--- src/rtl/rc4_engine.sv ---
// rtl/rc4_engine.sv - RC4 engine: S-box init, key scheduling and keystream XOR decryption
module rc4_engine #(
  parameter int KEY_BYTES = 3,
  parameter int MSG_LEN   = 32,
  parameter int MSG_AW    = (MSG_LEN > 1) ? $clog2(MSG_LEN) : 1
) (
  input  logic                   clk,
  input  logic                   reset,
  input  logic                   start,
  input  logic                   decrypt_en,
  input  logic [KEY_BYTES*8-1:0] key,
  output logic [7:0]             s_addr,
  output logic [7:0]             s_wdata,
  output logic                   s_we,
  input  logic [7:0]             s_rdata,
  output logic [MSG_AW-1:0]      m_addr,
  input  logic [7:0]             m_rdata,
  output logic [MSG_AW-1:0]      d_addr,
  output logic [7:0]             d_wdata,
  output logic                   d_we,
  output logic                   busy,
  output logic                   done,
  output logic [2:0]             state_tap
);

  localparam int KW = (KEY_BYTES > 1) ? $clog2(KEY_BYTES) : 1;
  localparam logic [KW-1:0]     KIDX_LAST = KW'(KEY_BYTES - 1);
  localparam logic [MSG_AW-1:0] K_LAST    = MSG_AW'(MSG_LEN - 1);

  localparam logic [2:0] ST_IDLE = 3'd0;
  localparam logic [2:0] ST_INIT = 3'd1;
  localparam logic [2:0] ST_KSA  = 3'd2;
  localparam logic [2:0] ST_PRGA = 3'd3;
  localparam logic [2:0] ST_DONE = 3'd4;

  // Per-byte step phases; KSA uses the first six, PRGA all nine.
  localparam logic [3:0] PH_RD_I   = 4'd0;
  localparam logic [3:0] PH_WAIT_I = 4'd1;
  localparam logic [3:0] PH_RD_J   = 4'd2;
  localparam logic [3:0] PH_WAIT_J = 4'd3;
  localparam logic [3:0] PH_WR_I   = 4'd4;
  localparam logic [3:0] PH_WR_J   = 4'd5;
  localparam logic [3:0] PH_RD_F   = 4'd6;
  localparam logic [3:0] PH_WAIT_F = 4'd7;
  localparam logic [3:0] PH_WR_D   = 4'd8;

  logic [2:0]        state;
  logic [3:0]        phase;
  logic [7:0]        i, j, si, sj;
  logic [KW-1:0]     kidx;
  logic [MSG_AW-1:0] k;
  logic              dec_en;
  logic [7:0]        key_byte;
  logic [7:0]        j_ksa;

  // Select key byte kidx; byte 0 sits in the most significant position.
  always_comb begin
    key_byte = key[7:0];
    for (int b = 0; b < KEY_BYTES; b++) begin
      if (kidx == KW'(b)) key_byte = key[(KEY_BYTES-1-b)*8 +: 8];
    end
  end

  // KSA j update uses s[i] straight off the RAM; the result only feeds registers.
  assign j_ksa = j + s_rdata + key_byte;

  assign busy      = (state == ST_INIT) || (state == ST_KSA) || (state == ST_PRGA);
  assign done      = (state == ST_DONE);
  assign state_tap = state;

  // Top FSM and step sequencer; every RAM/ROM port output is a register loaded one edge ahead.
  always_ff @(posedge clk) begin
    if (reset) begin
      state   <= ST_IDLE;
      phase   <= PH_RD_I;
      i       <= 8'd0;
      j       <= 8'd0;
      si      <= 8'd0;
      sj      <= 8'd0;
      kidx    <= '0;
      k       <= '0;
      dec_en  <= 1'b0;
      s_addr  <= 8'd0;
      s_wdata <= 8'd0;
      s_we    <= 1'b0;
      m_addr  <= '0;
      d_addr  <= '0;
      d_wdata <= 8'd0;
      d_we    <= 1'b0;
    end else begin
      s_we <= 1'b0;
      d_we <= 1'b0;
      case (state)
        ST_IDLE: begin
          if (start) begin
            dec_en  <= decrypt_en;
            state   <= ST_INIT;
            i       <= 8'd0;
            s_addr  <= 8'd0;
            s_wdata <= 8'd0;
            s_we    <= 1'b1;
          end
        end
        ST_INIT: begin
          if (i == 8'hff) begin
            state  <= ST_KSA;
            phase  <= PH_RD_I;
            i      <= 8'd0;
            j      <= 8'd0;
            kidx   <= '0;
            s_addr <= 8'd0;
          end else begin
            i       <= i + 8'd1;
            s_addr  <= i + 8'd1;
            s_wdata <= i + 8'd1;
            s_we    <= 1'b1;
          end
        end
        ST_KSA: begin
          case (phase)
            PH_RD_I:   phase <= PH_WAIT_I;
            PH_WAIT_I: begin
              si     <= s_rdata;
              j      <= j_ksa;
              s_addr <= j_ksa;
              phase  <= PH_RD_J;
            end
            PH_RD_J:   phase <= PH_WAIT_J;
            PH_WAIT_J: begin
              sj      <= s_rdata;
              s_addr  <= i;
              s_wdata <= s_rdata;
              s_we    <= 1'b1;
              phase   <= PH_WR_I;
            end
            PH_WR_I: begin
              s_addr  <= j;
              s_wdata <= si;
              s_we    <= 1'b1;
              phase   <= PH_WR_J;
            end
            PH_WR_J: begin
              kidx  <= (kidx == KIDX_LAST) ? '0 : kidx + 1'b1;
              phase <= PH_RD_I;
              if (i == 8'hff) begin
                if (dec_en) begin
                  // PRGA pre-increments i, so its first read is s[1].
                  state  <= ST_PRGA;
                  i      <= 8'd1;
                  j      <= 8'd0;
                  k      <= '0;
                  s_addr <= 8'd1;
                end else begin
                  state <= ST_DONE;
                end
              end else begin
                i      <= i + 8'd1;
                s_addr <= i + 8'd1;
              end
            end
            default: phase <= PH_RD_I;
          endcase
        end
        ST_PRGA: begin
          case (phase)
            PH_RD_I:   phase <= PH_WAIT_I;
            PH_WAIT_I: begin
              si     <= s_rdata;
              j      <= j + s_rdata;
              s_addr <= j + s_rdata;
              phase  <= PH_RD_J;
            end
            PH_RD_J:   phase <= PH_WAIT_J;
            PH_WAIT_J: begin
              sj      <= s_rdata;
              s_addr  <= i;
              s_wdata <= s_rdata;
              s_we    <= 1'b1;
              phase   <= PH_WR_I;
            end
            PH_WR_I: begin
              s_addr  <= j;
              s_wdata <= si;
              s_we    <= 1'b1;
              phase   <= PH_WR_J;
            end
            PH_WR_J: begin
              s_addr <= si + sj;
              m_addr <= k;
              phase  <= PH_RD_F;
            end
            PH_RD_F:   phase <= PH_WAIT_F;
            PH_WAIT_F: begin
              d_addr  <= k;
              d_wdata <= s_rdata ^ m_rdata;
              d_we    <= 1'b1;
              phase   <= PH_WR_D;
            end
            PH_WR_D: begin
              phase <= PH_RD_I;
              if (k == K_LAST) begin
                state <= ST_DONE;
              end else begin
                k      <= k + 1'b1;
                i      <= i + 8'd1;
                s_addr <= i + 8'd1;
              end
            end
            default: phase <= PH_RD_I;
          endcase
        end
        ST_DONE: state <= ST_IDLE;
        default: state <= ST_IDLE;
      endcase
    end
  end

endmodule

--- config.mk ---
export PLATFORM = sky130hd
export DESIGN_NAME = rc4_engine
export DESIGN_NICKNAME = d
export VERILOG_FILES = /design/src/rtl/rc4_engine.sv
export SDC_FILE = /design/constraint.sdc
export NUM_CORES = 1
export LEC_CHECK = 0
export ABC_CLOCK_PERIOD_IN_PS = 4700
export CAP_MARGIN = 20
export CORE_MARGIN = 1
export CORE_UTILIZATION = 39
export DETAILED_ROUTE_END_ITERATION = 10
export GPL_TIMING_DRIVEN = 0
export PLACE_DENSITY = 0.69
export SYNTH_ARGS = -nofsm -noshare
export SYNTH_HDL_FRONTEND = slang
export SYNTH_SLANG_ARGS = --single-unit
--- constraint.sdc ---
create_clock -name clk -period 4.7 [get_ports clk]
set_input_delay 0.94 -clock clk [delete_from_list [all_inputs] [get_ports clk]]
set_output_delay 0.94 -clock clk [all_outputs]
set_load 0.005 [all_outputs]
==> summary.md, run 1 <==
| Metric | Value |
|---|---|
| Fillcell total | `1,345` |
| Routed vias/inst | `5.84` |
| Sequential fraction of the synthesis area | `30.8%` |
| Total Power | `1.66 mW` |
| Gate Count Post-Synth | `661` |
| Drt initial violations | `502` |
| Total Routing Usage GR | `26.5%` |
| Final worst-path setup slack | `0.479 ns` |
| Nets | `827` |
| CP max FO | `5` |
| Maximum VDD drop | `0.138 mV` |
| WL/cell | `19.8 um` |
| Resize count post-CTS | `0` |
| Initial antenna violation count | `0` |
| Synth warn | `0` |
| Final instance area | `0.00675 mm^2` |
| CP startpoint kind | `input port` |
| Placed cell count | `921` |
| Number of synthesized flops with an enable pin | `0` |
| Final Hold Fails | `0` |
| Final period utilization | `89.8%` |
| Multi-input gate area | `0.00349 mm^2` |
| Internal | `1.24 mW` |
| Final global-route overflow total | `0` |
| P&R area growth vs syn | `25.2%` |
| Max-slew headroom | `40.8%` |
| Initial Util | `40.4%` |
| H-tree levels | `3` |
| Pwr/cell area | `246 mW/mm^2` |
| Reg area | `0.00166 mm^2` |
| Residual DRC | `0` |
| Clock Tree Root | `clkbuf_16` |
| RSZ-0062 raised after global routing | `false` |
| Top_reg_cell synth | `dfxtp_1` |
| Avg Synthesized Cell Area | `8.15 um^2` |
| Worst Clk Skew | `0.00562 ns` |
| Vias in the first global route | `5,203` |
| Share of cells above drive strength 1 | `5.91%` |
| Core Region | `0.0133 mm^2` |
| Hold buffer count at cts | `0` |
| HPWL after detailed placement | `14,400 um` |
| Vias | `5,476` |
| Syn_nets | `732` |
| WP data required | `4.96 ns` |
| Status | `completed` |
| Switching pwr | `0.419 mW` |
| Yosys reg bits | `83` |
| Postcts setup bufs | `0` |
| Post-Layout Cell Count | `937` |
| Pin count of the biggest net entering global routing | `14` |
| Mapped cell area | `0.00539 mm^2` |
| Ports | `85` |
| Achievable Freq | `237 MHz` |
| Clock power frac | `43.4%` |
| CTS sink count | `83` |
| Die height | `120 um` |
| Leakage | `2.51 nW` |
| Final RePlAce weighted congestion | `0.929` |
| Clk buf depth | `2` |
| Cts bufs inserted | `9` |
| Crit path arrival time | `4.49 ns` |
| Seq pwr share | `43.2%` |
| Antenna-violating nets left | `0` |
| Worst-margin pin slew | `0.884 ns` |
| Die width | `120 um` |
| DRT Wirelength | `18,600 um` |
| Switching part of the total power | `25.2%` |
| Die ar. | `0.0143 mm^2` |
| Global-route wire length before repair | `28,800 um` |
| Max Slew Vio Count | `0` |
| # rows | `42` |
| Crit path capture type | `flip-flop` |
| Max cap viols | `0` |
| Part of the power in combinational logic | `13.4%` |
| Total negative slack | `0 ns` |
| Final setup vio count | `0` |
| Crit Path Class | `in2reg` |
| Asr flop ratio synth | `0%` |
| DP Worst Slack | `0.180 ns` |
| HP Class | `reg2reg` |
| Inserted Diodes | `0` |
| DP Area | `0.00645 mm^2` |
| Minimum clock period | `4.22 ns` |
| Port bufs | `84` |
| Drt pass-1 iters | `6` |
| Clock slew at reported path FFs | `0.06 ns` |
| Clock Latency Late Sink | `0.35 ns` |
| Synth cell types | `65` |
| CTS tree | `yes` |
==> power groups by stage <==
stage	sequential (mW)	combinational, mW	clock [mW]
finish	0.717	0.223	0.720
global route	0.717	0.242	0.760
CTS	0.717	0.221	0.724
detailed placement	0.732	0.219	0
global placement	0.732	0.218	0
floorplan	0.732	0.118	0
==> worst paths after layout <==
check / start / to / slack [ns] / depth (start not counted)
hold reg to reg: m_addr[1]$_SDFFE_PP0P_ / m_addr[1]$_SDFFE_PP0P_ / 0.48 / 2
hold / removal: m_addr[1]$_SDFFE_PP0P_ / m_addr[1]$_SDFFE_PP0P_ / 0.48 / 2
setup / recovery: s_rdata[0] / j[7]$_SDFFE_PP0P_ / 0.48 / 16
setup reg to reg: j[0]$_SDFFE_PP0P_ / j[7]$_SDFFE_PP0P_ / 1.35 / 15
==> cells by family (layout without fill, tap and decap cells) <==
logic type	Yosys count	in the layout	share of synthesized area [%]
XOR/XNOR	37	37	6.01
AO/OA/AOI/OAI	199	199	24.7
flip-flops	83	83	30.8
multiplexers	41	41	7.69
AND/OR/NAND/NOR	219	219	19.4
buffers and inverters	54	154	4.48
adder cells (fa/ha/maj)	28	28	6.87
==> worst max-delay path, cell delays in order <==
cell and delay [ns]:
clkdlybuf4s50_1 0.54, ha_1 0.30, fa_1 0.41, a21o_1 0.18, a21oi_1 0.22, o21bai_1 0.10
a21oi_1 0.17, xnor2_1 0.25, ha_1 0.34, o21a_1 0.11, nor2_1 0.08, a41oi_1 0.06
xnor2_1 0.17, xnor2_1 0.26, a21oi_1 0.12, a211oi_1 0.23
==> per-stage QoR <==
step | hold slack (ns) | util (%)
6_report | 0.478 | 50.5
3_5_place_dp | 0.466 | 48.3
3_3_place_gp | 0.447 | 48.3
5_1_grt | 0.503 | 50.5
2_1_floorplan | 0.450 | -
4_1_cts | 0.481 | 50.5
==> sequential cells by signal (all words and copies together), names as in the netlist, 8 cells and up <==
name / flops
i: 8
s_wdata: 8
si: 8
j: 8
s_addr: 8
d_wdata: 8
sj: 8
==> cell type report <==
type,count,area share [%]
plain buffers,46,3.13
inverters,8,0.445
multi-input cells,524,51.7
flip-flops and latches,83,24.6
well taps,176,3.26
repair buffers,84,12.5
clock buffers,12,3.65
clock inverters,4,0.742
==> layer usage <==
layer	vias to the layer above	global-route usage (%)	part of all wire (%)
met3	25	4.66	6.9
met5	-	0	0
li1	2613	-	-
met2	239	41.9	45
met1	2599	36.6	46
met4	0	7.89	1.8
==> Yosys cell counts, drive strengths merged, types with 4 or more instances <==
cell type  instances  area, um^2
a211o              5        43.8
a211oi            27         203
a21o              10        75.1
a21oi             59         299
a22oi             14         105
and2               4        27.5
and4               4        37.5
buf               12        82.6
clkbuf            34         129
dfxtp             83        1660
ha                24         300
inv                8        30.0
mux2i             38         380
nand2             34         128
nand2b             9        56.3
nand3             13        65.1
nand3b             5        37.5
nand4              7        43.8
nor2             106         398
nor2b              7        43.8
nor3              15        80.1
nor4               4        25.0
o211ai             6        45.0
o21ai             39         195
o221a              4        45.0
o22ai              5        31.3
o31ai              4        30.0
xnor2             29         254
xor2               8        70.1
==> cells in the final DEF (no fill, tap or decap), types with 3 or more instances in the layout <==
cell	netlist	final
and2_1	3	3
buf_6	3	3
buf_2	6	6
or2_2	3	3
xor2_1	8	8
clkdlybuf4s50_1	0	84
o31ai_1	4	4
o221a_2	4	4
and4_1	3	3
o211ai_1	6	6
a211o_1	5	5
mux2i_1	38	38
mux2_2	3	3
a32oi_1	3	3
nor2_1	106	106
nor3_1	14	14
o21ai_0	38	38
nand3b_1	5	5
xnor2_1	29	29
ha_1	24	24
clkbuf_1	33	35
o22ai_1	5	5
a21o_1	10	10
nand3_1	13	13
nand2b_1	9	9
a22oi_1	14	14
nand4_1	7	7
inv_1	8	8
fa_1	3	3
nand2_1	34	34
dfxtp_1	83	83
nor2b_1	7	7
a22o_1	3	3
a211oi_1	27	27
a21oi_1	58	58
nor4_1	4	4
clkbuf_16	0	9
(Power assumes the default switching activity.)
==> inputs of run 2 (changes only) <==
ABC_CLOCK_PERIOD_IN_PS = 4600   (was 4700)
CTS_BUF_LIST = sky130_fd_sc_hd__clkbuf_2   (was default)
SETUP_SLACK_MARGIN = 0.15   (was default)
clock period = 4.6 ns   (was 4.7 ns; I/O delays follow)
==> summary.md, run 2 (synthesized netlist as in run 1, its figures left out) <==
| Metric | Value |
|---|---|
| Status | `completed` |
| Die height | `120 um (unchanged)` |
| Worst hold path startpoint | `m_addr[1]$_SDFFE_PP0P_` |
| Die ar. | `0.0143 mm^2 (unchanged)` |
| CP max FO | `5 (unchanged)` |
| Final Hold Fails | `0 (unchanged)` |
| Final period utilization | `85.1%` |
| Drt initial violations | `521 (+3.8%)` |
| DRT Wirelength | `18,600 um (+0.13%)` |
| Max Slew Vio Count | `0 (unchanged)` |
| Pwr/cell area | `207 mW/mm^2 (-16%)` |
| Antenna-violating nets left | `0 (unchanged)` |
| Clk buf depth | `2 (unchanged)` |
| Post-Layout Cell Count | `938 (+0.11%)` |
| Worst-margin pin slew | `0.856 ns (-0.0277 ns)` |
| Final RePlAce weighted congestion | `0.929 (unchanged)` |
| Pin count of the biggest net entering global routing | `14 (unchanged)` |
| Final setup vio count | `0 (unchanged)` |
| DP Worst Slack | `0.100 ns (-0.0800 ns)` |
| WL/cell | `19.8 um (about the same)` |
| Crit. Startpoint | `s_rdata[0]` |
| Commonest non-fill, non-tap cell in the layout | `nor2_1` |
| HPWL after detailed placement | `14,400 um (unchanged)` |
| P&R area growth vs syn | `21.8%` |
| Worst Clk Skew | `0.0182 ns (+0.0126 ns)` |
| H-tree levels | `3 (unchanged)` |
| Multi-input gate area | `0.00349 mm^2 (unchanged)` |
| Placed cell count | `921 (unchanged)` |
| WP data required | `5.14 ns (+0.18 ns)` |
| Maximum VDD drop | `0.0933 mV (-33%)` |
| Max cap viols | `0 (unchanged)` |
| Vias | `5,510 (+0.62%)` |
| Core Util, Final | `49.2% (-1.4 points)` |
| Reg area | `0.00166 mm^2 (unchanged)` |
| Drt pass-1 iters | `6 (unchanged)` |
| Total Routing Usage GR | `26.5% (+0.041 points)` |
| Total negative slack | `0 ns (unchanged)` |
| Setup slack, reg-to-reg | `1.23 ns (-0.12 ns)` |
| Vias in the first global route | `5,220 (+0.33%)` |
| Fillcell total | `1,381 (+2.7%)` |
| Initial Util | `40.4% (unchanged)` |
| Worst hold slack | `0.494 ns (+0.0153 ns)` |
| Routed vias/inst | `5.87 (+0.51%)` |
| Final global-route overflow total | `0 (unchanged)` |
| Port bufs | `84 (unchanged)` |
| Hold buffer count at cts | `0 (unchanged)` |
| Ports | `85 (unchanged)` |
| CP startpoint kind | `input port` |
| Resize count post-CTS | `0 (unchanged)` |
| Clock Latency Late Sink | `0.60 ns (+0.25 ns)` |
| Postcts setup bufs | `0 (unchanged)` |
| Crit Path Class | `in2reg` |
| Most frequent cells in the layout | `106 x nor2_1, 84 x clkdlybuf4s50_1, 83 x dfxtp_1` |
| HP Class | `reg2reg` |
| Leakage | `2.43 nW (-2.9%)` |
| Initial antenna violation count | `1 (+1)` |
| Final worst-path setup slack | `0.686 ns (+0.208 ns)` |
| Max-slew headroom | `42.7% (+1.9 points)` |
| Core Region | `0.0133 mm^2 (unchanged)` |
| Minimum clock period | `3.91 ns` |
| Residual DRC | `0 (unchanged)` |
| Nets | `827 (unchanged)` |
| Worst r2r src | `j[0]$_SDFFE_PP0P_` |
| CTS tree | `yes` |
| Clock Tree Root | `clkbuf_2` |
| Share of cells above drive strength 1 | `6.04% (+0.13 points)` |
| Crit path arrival time | `4.45 ns (-0.04 ns)` |
| # rows | `42 (unchanged)` |
| Die width | `120 um (unchanged)` |
| Crit path capture type | `flip-flop` |
| CTS sink count | `83 (unchanged)` |
| RSZ-0062 raised after global routing | `false` |
| Clock slew at reported path FFs | `0.23 ns (+0.17 ns)` |
| Cts bufs inserted | `9 (unchanged)` |
| Global-route wire length before repair | `28,800 um (-0.22%)` |
| Achievable Freq | `256 MHz` |
## run 2: final timing paths
path,cells past startpoint,to
max,16,j[7]$_SDFFE_PP0P_
min,2,m_addr[1]$_SDFFE_PP0P_
max reg2reg,15,j[7]$_SDFFE_PP0P_
min reg2reg,2,m_addr[1]$_SDFFE_PP0P_
## run 2: worst max-delay path, cell delays in order
cell             delay [ns]
clkdlybuf4s50_1        0.54
ha_1                   0.30
fa_1                   0.41
a21o_1                 0.18
a21oi_1                0.22
o21bai_1               0.10
a21oi_1                0.17
xnor2_1                0.25
ha_1                   0.34
o21a_1                 0.11
nor2_1                 0.08
a41oi_1                0.06
xnor2_1                0.17
xnor2_1                0.25
a21oi_1                0.12
a211oi_1               0.23
## run 2: area by class of cell
type | count | area share, %
buffer | 46 | 3.22
tap | 176 | 3.36
clock inverter | 5 | 0.820
antenna | 1 | 0.0381
clock buffer | 11 | 0.839
timing repair buffer | 84 | 12.8
inverter | 8 | 0.458
multi-input combinational | 524 | 53.1
sequential | 83 | 25.3
## run 2: per-layer routing
| layer | track usage [%] | share of wire, % | up-vias |
|---|---|---|---|
| met5 | 0 | 0 | - |
| met4 | 8.75 | 2.5 | 0 |
| met3 | 5.37 | 7.7 | 40 |
| met2 | 41.5 | 44 | 246 |
| met1 | 36.3 | 45 | 2619 |
| li1 | - | - | 2605 |
## run 2: through the flow
step / power, mW / instance area [um^2]
CTS: 1.36 / 6560
global placement: 0.970 / 6450
global route: 1.42 / 6560
detailed placement: 0.972 / 6450
finish: 1.36 / 6560
floorplan: 0.869 / 5390
## run 2: report_power, final
part           leakage, nW  internal [mW]  total, mW  switching, mW
Combinational         1.70          0.106      0.228          0.122
Clock               0.0656          0.127      0.396          0.270
Sequential           0.671          0.729      0.734        0.00497
Total                 2.43          0.962       1.36          0.396
==> inputs of run 3 (changes only) <==
CTS_CLUSTER_DIAMETER = 100   (was default)
HOLD_SLACK_MARGIN = 0.03   (was default)
==> results of run 3 <==
Same layout as run 2: the final DEF is identical, and so are final timing and power.
